<file path="src/rtl/btn_press_ctrl.sv">
// Debounces a synchronized button level and turns it into single-cycle press,
// release and auto-repeat events, plus the debounced level and a long-press flag.
module btn_press_ctrl #(
  parameter int DEBOUNCE_CYCLES = 1_000_000,
  parameter int HOLD_CYCLES     = 50_000_000,
  parameter int REPEAT_CYCLES   = 10_000_000
) (
  input  logic clk_in,
  input  logic reset,
  input  logic btn_in,
  output logic press_pulse,
  output logic repeat_pulse,
  output logic release_pulse,
  output logic btn_held,
  output logic long_press
);

  localparam int DW   = (DEBOUNCE_CYCLES > 1) ? $clog2(DEBOUNCE_CYCLES) : 1;
  localparam int RMAX = (HOLD_CYCLES > REPEAT_CYCLES) ? HOLD_CYCLES : REPEAT_CYCLES;
  localparam int RW   = $clog2(RMAX);
  localparam logic [DW-1:0] D_LAST = DW'(DEBOUNCE_CYCLES - 1);
  localparam logic [RW-1:0] H_LAST = RW'(HOLD_CYCLES - 1);
  localparam logic [RW-1:0] R_LAST = RW'(REPEAT_CYCLES - 1);
  localparam bit D_ONE = (DEBOUNCE_CYCLES == 1);

  typedef enum logic [1:0] {IDLE, PRESS_WAIT, HELD, REL_WAIT} state_t;

  state_t          state_reg, state_next;
  logic [DW-1:0]   dcnt_reg, dcnt_next;
  logic [RW-1:0]   rcnt_reg, rcnt_next;
  logic            press_reg, press_next;
  logic            repeat_reg, repeat_next;
  logic            release_reg, release_next;
  logic            held_reg, held_next;
  logic            long_reg, long_next;

  logic            do_press, do_release, advance;
  logic [RW-1:0]   rcnt_last;

  // The first interval runs to HOLD_CYCLES; once long_press is set, intervals are REPEAT_CYCLES.
  assign rcnt_last = long_reg ? R_LAST : H_LAST;

  always_ff @(posedge clk_in or posedge reset) begin
    if (reset) begin
      state_reg   <= IDLE;
      dcnt_reg    <= '0;
      rcnt_reg    <= '0;
      press_reg   <= 1'b0;
      repeat_reg  <= 1'b0;
      release_reg <= 1'b0;
      held_reg    <= 1'b0;
      long_reg    <= 1'b0;
    end else begin
      state_reg   <= state_next;
      dcnt_reg    <= dcnt_next;
      rcnt_reg    <= rcnt_next;
      press_reg   <= press_next;
      repeat_reg  <= repeat_next;
      release_reg <= release_next;
      held_reg    <= held_next;
      long_reg    <= long_next;
    end
  end

  always_comb begin
    state_next   = state_reg;
    dcnt_next    = dcnt_reg;
    rcnt_next    = rcnt_reg;
    press_next   = 1'b0;
    repeat_next  = 1'b0;
    release_next = 1'b0;
    held_next    = held_reg;
    long_next    = long_reg;
    do_press     = 1'b0;
    do_release   = 1'b0;
    advance      = 1'b0;

    unique case (state_reg)
      IDLE: begin
        if (btn_in) begin
          if (D_ONE) begin
            do_press = 1'b1;
          end else begin
            state_next = PRESS_WAIT;
            dcnt_next  = DW'(1);
          end
        end
      end
      PRESS_WAIT: begin
        if (!btn_in) begin
          state_next = IDLE;
          dcnt_next  = '0;
        end else if (dcnt_reg == D_LAST) begin
          do_press = 1'b1;
        end else begin
          dcnt_next = dcnt_reg + DW'(1);
        end
      end
      HELD: begin
        if (!btn_in) begin
          if (D_ONE) begin
            do_release = 1'b1;
          end else begin
            state_next = REL_WAIT;
            dcnt_next  = DW'(1);
          end
        end else begin
          advance = 1'b1;
        end
      end
      REL_WAIT: begin
        // A high sample here counts toward the repeat timer, so a bounce only
        // delays the schedule by the number of low samples.
        if (btn_in) begin
          state_next = HELD;
          dcnt_next  = '0;
          advance    = 1'b1;
        end else if (dcnt_reg == D_LAST) begin
          do_release = 1'b1;
        end else begin
          dcnt_next = dcnt_reg + DW'(1);
        end
      end
      default: state_next = IDLE;
    endcase

    if (do_press) begin
      state_next = HELD;
      dcnt_next  = '0;
      rcnt_next  = '0;
      press_next = 1'b1;
      held_next  = 1'b1;
    end

    if (do_release) begin
      state_next   = IDLE;
      dcnt_next    = '0;
      rcnt_next    = '0;
      release_next = 1'b1;
      held_next    = 1'b0;
      long_next    = 1'b0;
    end

    if (advance) begin
      if (rcnt_reg == rcnt_last) begin
        rcnt_next   = '0;
        repeat_next = 1'b1;
        long_next   = 1'b1;
      end else begin
        rcnt_next = rcnt_reg + RW'(1);
      end
    end
  end

  assign press_pulse   = press_reg;
  assign repeat_pulse  = repeat_reg;
  assign release_pulse = release_reg;
  assign btn_held      = held_reg;
  assign long_press    = long_reg;

endmodule
</file>
<file path="config.mk">
export PLATFORM = sky130hd
export DESIGN_NAME = btn_press_ctrl
export DESIGN_NICKNAME = d
export VERILOG_FILES = /design/src/rtl/btn_press_ctrl.sv
export SDC_FILE = /design/constraint.sdc
export NUM_CORES = 1
export LEC_CHECK = 0
export CAP_MARGIN = 20
export CORE_UTILIZATION = 47
export DETAILED_ROUTE_END_ITERATION = 8
export PLACE_DENSITY = 0.64
export RECOVER_POWER = 25
export SETUP_SLACK_MARGIN = 0.1
export SLEW_MARGIN = 5
export SYNTH_ARGS = -nofsm -noshare
export SYNTH_HDL_FRONTEND = slang
export SYNTH_SLANG_ARGS = --single-unit
</file>
<file path="constraint.sdc">
create_clock -name clk_in -period 3.9 [get_ports clk_in]
set_clock_uncertainty 0.2 [all_clocks]
set_input_delay 0.78 -clock clk_in [delete_from_list [all_inputs] [get_ports clk_in]]
set_output_delay 0.78 -clock clk_in [all_outputs]
set_load 0.1 [all_outputs]
</file>
==> results.yml <==
synth:
  postSynthAreaPerCell_um2: 8.98
  count_of_distinct_cell_types_in_the_synthesized_netlist: 51
  synth-async-reset-ratio_pct: 100
  synthXorXnorAreaFrac_pct: 2.55
  sequential_fraction_of_the_synthesis_area_pct: 42.8
  synth_compound_gate_area_share_pct: 18.5
  synth_enable_flop_cells: 0
  synth_nets: 350
  synthesis.area_um2: 3100
  synth_mux_area_share_pct: 1.29
  synth_adder_area_share_pct: 0.808
  number_of_storage_elements_in_the_synthesis_netlist: 53
  main_combinational_cell_family_by_area_after_synthesis: "simple AND/OR/NAND/NOR gates"
  synth_simple_gate_area_share_pct: 30.3
  yosys_most_used_dff: "sky130_fd_sc_hd__dfrtp_1"
  yosysWarnings: 0
  netlist_instances: 345
place:
  dp.final_hpwl_um: 4790
  dpl_worst_slack_ns: 0.750
  dpl_cell_area_um2: 3250
  numPortBuffers: 7
  gp_congestion: 0.816
flow_run:
  drv_cap: 0
cells_and_area:
  syn2layout_area_growth_pct: 7.72
  postLayoutCellArea_um2: 3340
  number_of_fill_cells_in_the_layout: 576
  largest_reg_flops: 26
  n_diodes: 0
  sequential_cell_area_um2: 1330
  multiInputGateArea_um2: 1660
  design.final.nets: 356
  drive_above_1_share_pct: 7.10
global_routing:
  grt_usage_pct: 21.6
  grt_max_degree: 38
  globalRouteOverflowTotal: 0
  initial_antenna_violation_count: 0
  first_global_vias: 2475
  grt_first_pass_wirelength_um: 12300
setup_path:
  critical_path_required_ns: 3.93
  end_kind: "flop"
  worstPathMaxFanout: 8
  cp-startpoint: "dcnt_reg[8]"
  r2r_start: "dcnt_reg[8]"
  worst-setup-path-type: "flop to flop"
  startpoint_type: "flop"
  worstPathArrival_ns: 3.19
  reg2reg_depth: 6
clock_network:
  h_tree_depth: 2
  worst_skew_late_latency_ns: 0.31
  cts-buffers-inserted: 5
  post_cts_buffers: 0
  cts-hold-fix-buffers: 0
  cts_tree: "built"
  cts-resized-gates: 0
  clock_tree.buffer_depth: 2
  clock-sinks: 53
  clk_transition_reported_paths_ns: 0.09
  cts-root-buf: "sky130_fd_sc_hd__clkbuf_8"
routing:
  first_pass_iters: 4
  drt_wl_total_um: 7050
  wl_per_cell_um: 16.4
  met2_wirelength_um: 3020
  vias_per_cell: 6.14
  drt-initial-drc-count: 187
  topRoutingLayerUsed: "met4"
  detailroute.via_count: 2633
  detail_route.wirelength.met1_um: 3700
  met3_wirelength_um: 275
  ant_nets: 0
  drcViolationCount: 0
outcome:
  outcome: "finished clean"
timing:
  layout_worst_path_cycle_share_pct: 80.9
  worst-slew-pin-transition_ns: 1.11
  finalCriticalPeriod_ns: 3.16
  count_of_endpoints_failing_hold_in_the_final_timing_report: 0
  grt_setup_unrepaired: "no"
  final-setup-viol-count: 0
  max_freq_ghz: 0.317
  timing.slew.headroom_pct: 25.4
  setup_ws_ns: 0.743
  tns_ns: 0
  final_max_slew_viol_count: 0
pwr:
  p_per_area_nw_per_um2: 299
  cell_leakage_power_uw: 0.00135
  ir_worst_vdd_mv: 0.189
floorplan:
  coreArea_um2: 6350
  die_width_um: 83.2
  floorplan.rows: 29
  die_area_um2: 6920
  initial_core_util_pct: 48.8
  io_pins: 8
  die_height_um: 83.2
hold_path:
  hold_path_startpoint: "dcnt_reg[19]"
  min_delay_path_depth: 1
  worst_hold_path_type: "flop to flop"
[critical path: stages, from the launching register on]
cell and delay, ns:
sky130_fd_sc_hd__dfrtp_1 0.48, sky130_fd_sc_hd__or4b_4 0.58, sky130_fd_sc_hd__nor4_4 0.56, sky130_fd_sc_hd__a31oi_1 0.33, sky130_fd_sc_hd__buf_2 0.26, sky130_fd_sc_hd__or4_1 0.51
sky130_fd_sc_hd__a21oi_1 0.15
[where the power goes]
| group | leakage [uW] | internal, uW | switching (uW) |
|---|---|---|---|
| clock | 0.0000450 | 125 | 185 |
| combinational | 0.000585 | 34.9 | 55.6 |
| sequential | 0.000724 | 570 | 26.5 |
| total | 0.00135 | 730 | 267 |
[cell usage after synthesis (4+ instances only)]
library cell,n,share of area (%)
sky130_fd_sc_hd__a2111o_1,5,1.8
sky130_fd_sc_hd__and2_1,10,2.0
sky130_fd_sc_hd__or4_1,7,1.7
sky130_fd_sc_hd__xnor2_1,4,1.1
sky130_fd_sc_hd__and3_1,10,2.0
sky130_fd_sc_hd__a211o_1,4,1.1
sky130_fd_sc_hd__nor4_1,5,1.0
sky130_fd_sc_hd__nand3_1,35,5.7
sky130_fd_sc_hd__nand2_1,39,4.7
sky130_fd_sc_hd__nor2_1,21,2.5
sky130_fd_sc_hd__xor2_1,5,1.4
sky130_fd_sc_hd__o31ai_1,7,1.7
sky130_fd_sc_hd__inv_1,9,1.1
sky130_fd_sc_hd__a21oi_1,15,2.4
sky130_fd_sc_hd__nand4_1,12,2.4
sky130_fd_sc_hd__nor3_1,12,1.9
sky130_fd_sc_hd__o41ai_1,4,1.1
sky130_fd_sc_hd__o21ai_0,12,1.9
sky130_fd_sc_hd__buf_2,4,0.65
sky130_fd_sc_hd__clkbuf_1,12,1.5
sky130_fd_sc_hd__dfrtp_1,53,43
sky130_fd_sc_hd__o2111ai_1,5,1.4
sky130_fd_sc_hd__mux2i_1,4,1.3
sky130_fd_sc_hd__nor3b_1,4,0.97
[worst paths after layout]
check                          endpoint  slack, ns
max in group asynchronous  dcnt_reg[17]       1.36
setup reg to reg           rcnt_reg[10]       0.74
setup / recovery           rcnt_reg[10]       0.74
hold / removal             dcnt_reg[19]       0.28
hold reg to reg            dcnt_reg[19]       0.28
min in group asynchronous  rcnt_reg[22]       0.79
[cell usage in the layout, fill, tap and decap left out, types with 6 or more instances in the layout]
cell                              instances
sky130_fd_sc_hd__dfrtp_1                 53
sky130_fd_sc_hd__nand2_1                 39
sky130_fd_sc_hd__nand3_1                 35
sky130_fd_sc_hd__nor2_1                  21
sky130_fd_sc_hd__a21oi_1                 15
sky130_fd_sc_hd__nand4_1                 12
sky130_fd_sc_hd__nor3_1                  12
sky130_fd_sc_hd__o21ai_0                 12
sky130_fd_sc_hd__and3_1                  10
sky130_fd_sc_hd__and2_1                  10
sky130_fd_sc_hd__inv_1                    9
sky130_fd_sc_hd__buf_4                    8
sky130_fd_sc_hd__or4_1                    7
sky130_fd_sc_hd__o31ai_1                  7
sky130_fd_sc_hd__clkdlybuf4s50_1          6
[metal layers]
metal	GRT usage, %	up-vias
li1	-	1328
met5	0	-
met2	31.3	45
met1	33.2	1256
met4	6.43	0
met3	3.28	4
[per-stage QoR]
step | hold WS (ns) | std cells | utilization, % | power (uW)
detailed placement | 0.267 | 420 | 51.2 | 698
global placement | 0.263 | 420 | 51.2 | 697
global route | 0.319 | 429 | 52.5 | 1040
CTS | 0.281 | 428 | 52.5 | 1010
finish | 0.277 | 429 | 52.5 | 997
floorplan | 0.251 | 345 | - | 670
[kinds of logic (layout without fill, tap and decap cells)]
kind of cell / Yosys count / count (layout)
and+or+nand+nor: 173 / 173
muxes: 4 / 4
DFF: 53 / 53
AOI/OAI and AO/OA: 77 / 77
xor gates and xnor gates: 9 / 9
adders and majority gates: 2 / 2
buffers and inverters: 27 / 34
[layout make-up]
type / instances / area share (%)
clock buffer: 6 / 2.18
tap: 77 / 2.89
multi-input combinational: 265 / 49.7
clock inverter: 2 / 0.300
timing repair buffer: 17 / 4.20
inverter: 9 / 1.01
sequential: 53 / 39.8
No activity file was read; power rests on OpenSTA's default activity.
